===== src/rtl/numeric_entry_fsm_if.sv =====
// Scan-code input and entry-status bundle for numeric_entry_fsm.
// Latency: none; this is wiring only.
// Backpressure: none; data_en is a one-cycle strobe with no ready.
interface numeric_entry_fsm_if #(
  parameter int DIGITS = 3,
  parameter int VAL_W  = 10
);
  logic [7:0]          data;
  logic                data_en;
  logic                set;
  logic [VAL_W-1:0]    value;
  logic                commit;
  logic                clamped;
  logic [4*DIGITS-1:0] live_bcd;
  logic [2:0]          count;

  // Keyboard side: drives scan codes and observes the entry state.
  modport master (
    output data, data_en,
    input  set, value, commit, clamped, live_bcd, count
  );

  // Controller side.
  modport slave (
    input  data, data_en,
    output set, value, commit, clamped, live_bcd, count
  );
endinterface


===== src/rtl/numeric_entry_fsm.sv =====
// PS/2 numeric entry: accumulates decimal digits, edits them, commits a clamped value on Enter.
// Latency: 1 cycle from a data_en byte to the updated outputs.
// Backpressure: none; every strobed byte is consumed. KEYPAD_EN adds keypad digit codes.
module numeric_entry_fsm #(
  parameter int DIGITS    = 3,
  parameter int VAL_W     = 10,
  parameter int MIN_VAL   = 1,
  parameter int MAX_VAL   = 999,
  parameter int RESET_VAL = 1
) (
  input logic                 Clock,
  input logic                 nReset,
  numeric_entry_fsm_if.slave  bus
);

  localparam int BW = 4 * DIGITS;
  localparam logic [VAL_W:0] MIN_W = (VAL_W+1)'(MIN_VAL);
  localparam logic [VAL_W:0] MAX_W = (VAL_W+1)'(MAX_VAL);

  typedef enum logic [0:0] {IDLE, ENTRY} state_t;

  state_t           state;
  logic             brk;
  logic             ext;
  logic [BW-1:0]    digits;
  logic [2:0]       cnt;
  logic [VAL_W-1:0] value_r;
  logic             set_r;
  logic             commit_r;
  logic             clamped_r;

  logic             key_dig;
  logic [3:0]       dig;
  logic             key_ent;
  logic             key_bs;
  logic             key_esc;
  logic [BW-1:0]    shl;
  logic [BW-1:0]    shr;
  logic [VAL_W:0]   bin_v;
  logic [VAL_W:0]   clamp_v;
  logic             clamp_hit;

  // Decode the strobed byte into a key event; bytes following a break or
  // extended prefix are swallowed here (only E0 5A survives, as Enter).
  always_comb begin
    key_dig = 1'b0;
    dig     = 4'd0;
    key_ent = 1'b0;
    key_bs  = 1'b0;
    key_esc = 1'b0;
    if (data_is_key(bus.data) && !brk) begin
      if (ext) begin
        key_ent = (bus.data == 8'h5A);
      end else begin
        case (bus.data)
          8'h45: begin key_dig = 1'b1; dig = 4'd0; end
          8'h16: begin key_dig = 1'b1; dig = 4'd1; end
          8'h1E: begin key_dig = 1'b1; dig = 4'd2; end
          8'h26: begin key_dig = 1'b1; dig = 4'd3; end
          8'h25: begin key_dig = 1'b1; dig = 4'd4; end
          8'h2E: begin key_dig = 1'b1; dig = 4'd5; end
          8'h36: begin key_dig = 1'b1; dig = 4'd6; end
          8'h3D: begin key_dig = 1'b1; dig = 4'd7; end
          8'h3E: begin key_dig = 1'b1; dig = 4'd8; end
          8'h46: begin key_dig = 1'b1; dig = 4'd9; end
`ifdef KEYPAD_EN
          8'h70: begin key_dig = 1'b1; dig = 4'd0; end
          8'h69: begin key_dig = 1'b1; dig = 4'd1; end
          8'h72: begin key_dig = 1'b1; dig = 4'd2; end
          8'h7A: begin key_dig = 1'b1; dig = 4'd3; end
          8'h6B: begin key_dig = 1'b1; dig = 4'd4; end
          8'h73: begin key_dig = 1'b1; dig = 4'd5; end
          8'h74: begin key_dig = 1'b1; dig = 4'd6; end
          8'h6C: begin key_dig = 1'b1; dig = 4'd7; end
          8'h75: begin key_dig = 1'b1; dig = 4'd8; end
          8'h7D: begin key_dig = 1'b1; dig = 4'd9; end
`endif
          8'h5A: key_ent = 1'b1;
          8'h66: key_bs  = 1'b1;
          8'h76: key_esc = 1'b1;
          default: ;
        endcase
      end
    end
  end

  function automatic logic data_is_key(input logic [7:0] b);
    return (b != 8'hF0) && (b != 8'hE0);
  endfunction

  // Buffer shifts, BCD-to-binary conversion (most significant digit first) and range clamp.
  always_comb begin
    shl       = digits << 4;
    shl[3:0]  = dig;
    shr       = digits >> 4;
    bin_v     = '0;
    for (int i = DIGITS - 1; i >= 0; i--) begin
      bin_v = bin_v * (VAL_W+1)'(10) + (VAL_W+1)'(digits[4*i +: 4]);
    end
    clamp_v   = bin_v;
    clamp_hit = 1'b0;
    if (bin_v < MIN_W) begin
      clamp_v   = MIN_W;
      clamp_hit = 1'b1;
    end else if (bin_v > MAX_W) begin
      clamp_v   = MAX_W;
      clamp_hit = 1'b1;
    end
  end

  // Prefix tracking and the IDLE/ENTRY editor with registered outputs.
  always_ff @(posedge Clock or negedge nReset) begin
    if (!nReset) begin
      state     <= IDLE;
      brk       <= 1'b0;
      ext       <= 1'b0;
      digits    <= '0;
      cnt       <= 3'd0;
      value_r   <= VAL_W'(RESET_VAL);
      set_r     <= 1'b1;
      commit_r  <= 1'b0;
      clamped_r <= 1'b0;
    end else begin
      commit_r  <= 1'b0;
      clamped_r <= 1'b0;
      if (bus.data_en) begin
        if (bus.data == 8'hF0) begin
          brk <= 1'b1;
        end else if (bus.data == 8'hE0) begin
          ext <= 1'b1;
        end else begin
          brk <= 1'b0;
          ext <= 1'b0;
        end
        case (state)
          IDLE: begin
            if (key_dig) begin
              digits <= BW'(dig);
              cnt    <= 3'd1;
              set_r  <= 1'b0;
              state  <= ENTRY;
            end
          end
          ENTRY: begin
            if (key_dig) begin
              if (cnt < 3'(DIGITS)) begin
                digits <= shl;
                cnt    <= cnt + 3'd1;
              end
            end else if (key_bs) begin
              if (cnt != 3'd0) begin
                digits <= shr;
                cnt    <= cnt - 3'd1;
              end
            end else if (key_esc || (key_ent && cnt == 3'd0)) begin
              digits <= '0;
              cnt    <= 3'd0;
              set_r  <= 1'b1;
              state  <= IDLE;
            end else if (key_ent) begin
              // Digits stay in the buffer so the display keeps showing them.
              value_r   <= clamp_v[VAL_W-1:0];
              commit_r  <= 1'b1;
              clamped_r <= clamp_hit;
              set_r     <= 1'b1;
              state     <= IDLE;
            end
          end
          default: state <= IDLE;
        endcase
      end
    end
  end

  assign bus.set      = set_r;
  assign bus.value    = value_r;
  assign bus.commit   = commit_r;
  assign bus.clamped  = clamped_r;
  assign bus.live_bcd = digits;
  assign bus.count    = cnt;

endmodule


===== src/flat_wrapper.sv =====
// flat-port wrapper written by rule: the top's interface ports become plain ports
module numeric_entry_fsm_flat 
#(
  parameter int DIGITS    = 3,
  parameter int VAL_W     = 10,
  parameter int MIN_VAL   = 1,
  parameter int MAX_VAL   = 999,
  parameter int RESET_VAL = 1
)
  (Clock, nReset, bus_data, bus_data_en, bus_set, bus_value, bus_commit, bus_clamped, bus_live_bcd, bus_count);
  numeric_entry_fsm_if #(.DIGITS(DIGITS), .VAL_W(VAL_W)) bus_i ();
  input logic Clock;
  input logic nReset;
  input wire logic [$bits(bus_i.data)-1:0] bus_data;
  input wire logic [$bits(bus_i.data_en)-1:0] bus_data_en;
  output wire logic [$bits(bus_i.set)-1:0] bus_set;
  output wire logic [$bits(bus_i.value)-1:0] bus_value;
  output wire logic [$bits(bus_i.commit)-1:0] bus_commit;
  output wire logic [$bits(bus_i.clamped)-1:0] bus_clamped;
  output wire logic [$bits(bus_i.live_bcd)-1:0] bus_live_bcd;
  output wire logic [$bits(bus_i.count)-1:0] bus_count;
  assign bus_i.data = bus_data;
  assign bus_i.data_en = bus_data_en;
  assign bus_set = bus_i.set;
  assign bus_value = bus_i.value;
  assign bus_commit = bus_i.commit;
  assign bus_clamped = bus_i.clamped;
  assign bus_live_bcd = bus_i.live_bcd;
  assign bus_count = bus_i.count;
  numeric_entry_fsm #(.DIGITS(DIGITS), .VAL_W(VAL_W), .MIN_VAL(MIN_VAL), .MAX_VAL(MAX_VAL), .RESET_VAL(RESET_VAL)) u_core (.Clock(Clock), .nReset(nReset), .bus(bus_i));
endmodule

===== config.mk =====
export PLATFORM = sky130hd
export DESIGN_NAME = numeric_entry_fsm_flat
export DESIGN_NICKNAME = d
export VERILOG_FILES = /design/src/rtl/numeric_entry_fsm_if.sv /design/src/rtl/numeric_entry_fsm.sv /design/src/flat_wrapper.sv
export SDC_FILE = /design/constraint.sdc
export NUM_CORES = 1
export LEC_CHECK = 0
export CORE_AREA = 4 4 113 115
export DETAILED_ROUTE_END_ITERATION = 8
export DIE_AREA = 0 0 117 119
export PLACE_DENSITY_LB_ADDON = 0.3
export REMOVE_ABC_BUFFERS = 1
export SYNTH_ARGS = -nofsm -noshare
export SYNTH_HDL_FRONTEND = slang
export SYNTH_SLANG_ARGS = --single-unit

===== constraint.sdc =====
create_clock -name Clock -period 9.02 [get_ports Clock]
set_clock_uncertainty 0.05 [all_clocks]
set_input_delay 1.353 -clock Clock [delete_from_list [all_inputs] [get_ports Clock]]
set_output_delay 1.353 -clock Clock [all_outputs]
set_load 0.1 [all_outputs]

==> flow_summary.yaml, run 1 <==
clocking:
  cts-root-buf: "clkbuf_16"
  cts_setup_buffers: 0
  worstSkewPairLatency_ns: 0.28
  clkTransAtPathRegs_ns: 0.05
  cts_tree: "done"
  htreeDepth: 2
  cts_made_buffers: 5
  clock-sinks: 31
  ctsResizeCount: 0
  ctsHoldBuffers: 0
  cts_max_path_buffers: 2
pwr:
  p_clk_share_pct: 18.3
  vdd_drop_max_uv: 146
  switching_share_pct: 49.0
  p_leak_nw: 1.51
  seq_power_share_pct: 18.3
  powerDensity_mw_per_mm2: 274
  pwr-share-comb_pct: 63.4
  switchingPower_w: 0.000473
  internal_power_w: 0.000492
routing:
  wirelength_um: 7210
  drtIter0Drc: 180
  antenna_left: 0
  dr_total_vias: 2445
  vias_per_cell: 5.05
  wl_per_cell_um: 14.9
  drc: 0
  drt_first_pass_iters: 5
synthesis:
  synth_area_sq_mm: 0.00287
  synth_edf_count: 0
  yosys-top-cells-area: "dfrtp_1 25%, ha_1 11%, xnor2_1 3.7%, mux2i_1 3.5%, a21oi_1 3.1%"
  synth_area_leader_cell: "dfrtp_1"
  synth_cell_types: 71
  synth_seq_cells: 31
  ys_warn_count: 0
  syn_inst: 301
  seq_area_frac_synth_pct: 27.1
  synth_area_per_cell_sq_um: 9.55
  synthFlopType: "dfrtp_1"
  synth-async-reset-ratio_pct: 100
  synth_top_area_share_pct: 25.3
timing:
  relSlewSlack_pct: 15.6
  fin_tns_setup_ns: 0
  worst_hold_slack_ns: 0.456
  slew_viol_final: 0
  finalCriticalPeriod_ns: 4.80
  min_period_over_period_pct: 53.2
  rsz0062_at_grt: "false"
  hold_viol: 0
  tightestPinTransition_ns: 1.26
  max_freq_ghz: 0.208
  finalSetupViolations: 0
floorplan:
  fp.dieArea_sq_mm: 0.0139
  die_w_um: 117
  die_h_um: 119
  io_pins: 39
  rows: 40
  start_util_pct: 24.3
  core-area_sq_mm: 0.0118
global_route:
  grt_overflow_total: 0
  grt_pass1_wl_um: 12300
  grt_max_degree: 32
  grt_pass1_vias: 2470
  antenna_found_initial: 0
  use_met3_pct: 1.63
  met1_usage_pct: 14.9
  busiest_layer: "met2"
  grtUsageTotal_pct: 10.8
  grt_use_met2_pct: 16.9
worst_setup_path:
  required_ns: 9.18
  arrival_ns: 4.96
  crit_path_end_kind: "register"
  regToRegStartpoint: "u_core.bus.live_bcd[11]"
  crit_start: "u_core.bus.live_bcd[11]"
  rrSetupSlack_ns: 4.22
  startpoint_type: "register"
  critPathKind: "reg2reg"
  cp_max_fo: 8
place:
  dpl_cell_area_sq_mm: 0.00337
  port_buffers: 38
  dp_hpwl_um: 5700
  post-place-cells: 476
  globalplace.congestion: 0.849
cells_and_area:
  final_util_pct: 29.9
  regArea_sq_um: 778
  finalNetCount: 377
  fillers: 1257
  multi_input_area_sq_mm: 0.00195
  stdcell_count: 484
  final_layout_size_suffix_gt1_share_pct: 10.4
  design_area_sq_mm: 0.00353
  diodes: 0
  syn_to_final_growth_pct: 22.8
min_path:
  hold_class: "reg2reg"
  hold_start: "u_core.bus.value[0]"
job:
  drv_cap: 0
status:
  status: "complete, no violations"
[routing by layer]
layer / part of all wire, % / up-vias / wire length, um
li1: - / 1194 / -
met5: 0 / - / 0
met2: 47 / 49 / 3410
met1: 48 / 1195 / 3450
met3: 3.2 / 7 / 229
met4: 1.7 / 0 / 123
[worst max-delay path, stage by stage, from the launching register on]
cell,delay (ns)
dfrtp_1,0.51
ha_1,0.29
ha_1,0.24
fa_1,0.56
nand2_1,0.13
o211a_1,0.22
a211o_1,0.30
ha_1,0.31
ha_1,0.36
and3b_1,0.20
a21oi_1,0.14
o2111ai_1,0.19
nor4_1,0.52
nor4b_2,0.12
a211oi_2,0.37
a32o_1,0.23
[cells in the mapped netlist, drive strengths merged (4+ instances only)]
library cell and count:
a211o 4, a211oi 6, a21o 5, a21oi 18, a31oi 8, a32o 6
buf 5, clkbuf 6, dfrtp 29, fa 4, ha 26, inv 20
mux2 6, mux2i 10, nand2 12, nand2b 5, nand3 9, nor2 23
nor2b 10, nor4 7, nor4b 5, o211ai 4, o21ai 10, xnor2 12
xor2 5
[final cells by class]
cell class	count	share of cell area, %
well taps	147	5.21
flip-flops and latches	31	22.1
clock buffers	8	4.43
inverters	20	2.13
repair buffers	39	11.0
multi-input cells	239	55.2
[per-stage QoR]
stage	total power [W]	setup WS (ns)
after floorplan	0.000656	4.10
after global placement	0.000786	4.28
after detailed placement	0.000790	4.14
after CTS	0.000974	4.24
after global routing	0.00103	3.90
final	0.000965	4.22
[path summary, 6_finish.rpt]
kind	endpoint	cells past startpoint
worst min-delay path	u_core.bus.value[0]	2
worst max-delay path	u_core.bus.value[4]	15
max in group asynchronous	u_core.bus.value[0]	2
worst min register to register	u_core.bus.value[0]	2
worst max register to register	u_core.bus.value[4]	15
min in group asynchronous	u_core.state	2
[sequential cells by signal, indices dropped and copies added, names as in the netlist]
signal,cells
u_core.bus.live_bcd,12
u_core.bus.value,10
u_core.bus.count,3
u_core.brk,1
u_core.bus.clamped,1
u_core.bus.commit,1
u_core.bus.set,1
u_core.ext,1
u_core.state,1
[layout by cell type (no fill, tap or decap), types with 3 or more instances in the layout]
master | Yosys | final
nor4_1 | 6 | 6
clkdlybuf4s50_1 | 0 | 38
a211o_1 | 3 | 3
xor2_1 | 4 | 4
nand2_1 | 11 | 11
ha_1 | 26 | 26
o21ai_0 | 9 | 9
nor2_1 | 22 | 22
clkbuf_16 | 0 | 5
a32o_1 | 5 | 5
a31oi_1 | 8 | 8
a21o_1 | 5 | 5
nor4b_1 | 4 | 4
nand2b_1 | 5 | 5
fa_1 | 4 | 4
o211ai_1 | 3 | 3
a21oi_1 | 18 | 18
nor2b_1 | 9 | 9
dfrtp_1 | 29 | 29
mux2i_1 | 10 | 10
mux2_2 | 5 | 5
nand3_1 | 9 | 9
inv_1 | 20 | 20
nand3b_1 | 3 | 3
a211oi_2 | 4 | 4
nand4_1 | 3 | 3
xnor2_1 | 12 | 12
[logic make-up after synthesis]
family / Yosys count / share of synthesized area (%)
AO/OA/AOI/OAI: 78 / 20.4
buffers and inverters: 31 / 5.18
XOR/XNOR: 19 / 7.10
adder cells (fa/ha/maj): 30 / 14.1
flip-flops: 31 / 27.1
AND/OR/NAND/NOR: 96 / 20.2
multiplexers: 16 / 5.96
[power groups by stage]
stage                     Clock (W)  Combinational [W]  Sequential (W)
after floorplan                   0           0.000384        0.000272
after global placement            0           0.000607        0.000179
after detailed placement          0           0.000611        0.000180
after CTS                  0.000182           0.000616        0.000177
after global routing       0.000188           0.000665        0.000180
final                      0.000177           0.000612        0.000177
Power figures use the tool's default switching activity.
==> run 2, diff against run 1 <==
==> constraint.sdc (replaced) <==
create_clock -name Clock -period 4.15 [get_ports Clock]
set_clock_uncertainty 0.05 [all_clocks]
set_input_delay 0.6225 -clock Clock [delete_from_list [all_inputs] [get_ports Clock]]
set_output_delay 0.6225 -clock Clock [all_outputs]
set_load 0.1 [all_outputs]
==> flow_summary.yaml, run 2 (same netlist as run 1, synthesis figures left out) <==
clocking:
  ctsHoldBuffers: 0
  cts_tree: "done"
  cts_max_path_buffers: 2
  worstSkewPairLatency_ns: 0.28
  clock-sinks: 31
  cts-root-buf: "clkbuf_16"
  clkTransAtPathRegs_ns: 0.05
  htreeDepth: 2
  cts_made_buffers: 5
pwr:
  vdd_drop_max_uv: 330
  powerDensity_mw_per_mm2: 642
  power_w: 0.00263
  p_leak_nw: 1.73
cells_and_area:
  diodes: 0
  stdcell_count: 523
  finalNetCount: 416
  layout_commonest_cell: "buf_4"
  regArea_sq_um: 778
  final_cell_mix: "39 x buf_4, 38 x clkdlybuf4s50_1, 29 x dfrtp_1"
  largest_reg_flops: 12
  final_layout_size_suffix_gt1_share_pct: 28.5
  syn_to_final_growth_pct: 42.8
  fillers: 1205
  multi_input_area_sq_mm: 0.00223
  final_util_pct: 34.7
timing:
  worst_hold_slack_ns: 0.445
  finalSetupViolations: 0
  hold_viol: 0
  tightestPinTransition_ns: 1.00
  rsz0062_at_grt: "true"
  relSlewSlack_pct: 33.1
  slew_viol_final: 0
  max_freq_ghz: 0.241
  min_period_over_period_pct: 99.9
  finalCriticalPeriod_ns: 4.15
worst_setup_path:
  critPathMaxStageDelay_ns: 0.49
  r2r_cells: 14
  worst-path-stages: 14
  critPathBufInv: 1
  cp_max_fo: 6
  crit_chain: "ha_1 -> ha_2 -> fa_1 -> buf_4 -> xnor2_2 -> ha_4 -> ha_4 -> xor2_4 -> or4_1 -> o221ai_2 -> nand3_2 -> a211oi_4 -> a211oi_4 -> a32o_1"
  required_ns: 4.27
  slowest_stage: "fa_1"
  rrSetupSlack_ns: 0.004
  arrival_ns: 4.26
  regToRegStartpoint: "u_core.bus.live_bcd[11]"
  startpoint_type: "register"
  critical_path.top_delay_family: "adder cells"
  crit_path_end_kind: "register"
  critPathKind: "reg2reg"
  crit_start: "u_core.bus.live_bcd[11]"
place:
  post-place-cells: 512
  port_buffers: 38
  globalplace.congestion: 0.826
  dp_hpwl_um: 5960
min_path:
  hold_class: "reg2reg"
  min_delay_path_depth: 1
  hold_start: "u_core.bus.value[3]"
global_route:
  antenna_found_initial: 0
  grtUsageTotal_pct: 11.9
  grt_overflow_total: 0
  grt_max_degree: 32
  grt_pass1_wl_um: 13400
  grt_pass1_vias: 2718
routing:
  drtIter0Drc: 112
  drc: 0
  wl_per_cell_um: 15.0
  vias_per_cell: 4.92
  dr_total_vias: 2572
  drt_first_pass_iters: 4
  wirelength_um: 7850
  antenna_left: 0
floorplan:
  rows: 40
  start_util_pct: 24.3
  core-area_sq_mm: 0.0118
  fp.dieArea_sq_mm: 0.0139
  die_h_um: 119
  io_pins: 39
  die_w_um: 117
job:
  drv_cap: 0
status:
  status: "complete, no violations"
run 2: changes by cell type in the layout (fill, tap and decap cells not counted), sizes merged:
| cell | before | now |
|---|---|---|
| buf | 1 | 40 |
| clkinv | 0 | 1 |
| clkbuf | 8 | 7 |
run 2: worst paths after layout:
check,to
worst min register to register,u_core.bus.value[3]
max in group asynchronous,u_core.bus.value[0]
worst max-delay path,u_core.bus.value[4]
worst max register to register,u_core.bus.value[4]
min in group asynchronous,u_core.brk
worst min-delay path,u_core.bus.value[3]
run 2: per-stage QoR:
step                      setup TNS (ns)  cell area, sq um  setup WS [ns]
after global placement             -1.25              3640         -0.217
after global routing               -1.12              4100         -0.161
after floorplan                    -7.23              2800         -0.769
after CTS                        -0.0217              4030        -0.0118
after detailed placement           -1.72              3640         -0.270
final                                  0              4100        0.00408
run 2: final cells by class:
cell class              count  area share (%)
flip-flops and latches     31            19.0
clock buffers               7            3.48
multi-input cells         239            54.4
repair buffers             78            16.7
well taps                 147            4.48
inverters                  20            1.83
clock inverters             1           0.122
run 2: report_power, final:
group / switching (W) / total, W / internal, W
Combinational: 0.00107 / 0.00189 / 0.000820
Sequential: 0.0000378 / 0.000373 / 0.000335
Clock: 0.000132 / 0.000370 / 0.000237
Total: 0.00124 / 0.00263 / 0.00139
run 2: what timing repair did:
action                     in CTS  in global routing
setup endpoints to repair      11                 11
buffers inserted                2                  2
resized for setup              34                  9
pin swaps                      18                  9
run 2: metal layers:
layer	vias to the layer above	wire length [um]	track usage (%)
met2	52	3690	18.7
met1	1240	3720	16.3
met4	0	205	4.66
met5	-	0	0
met3	14	238	1.88
li1	1266	-	-
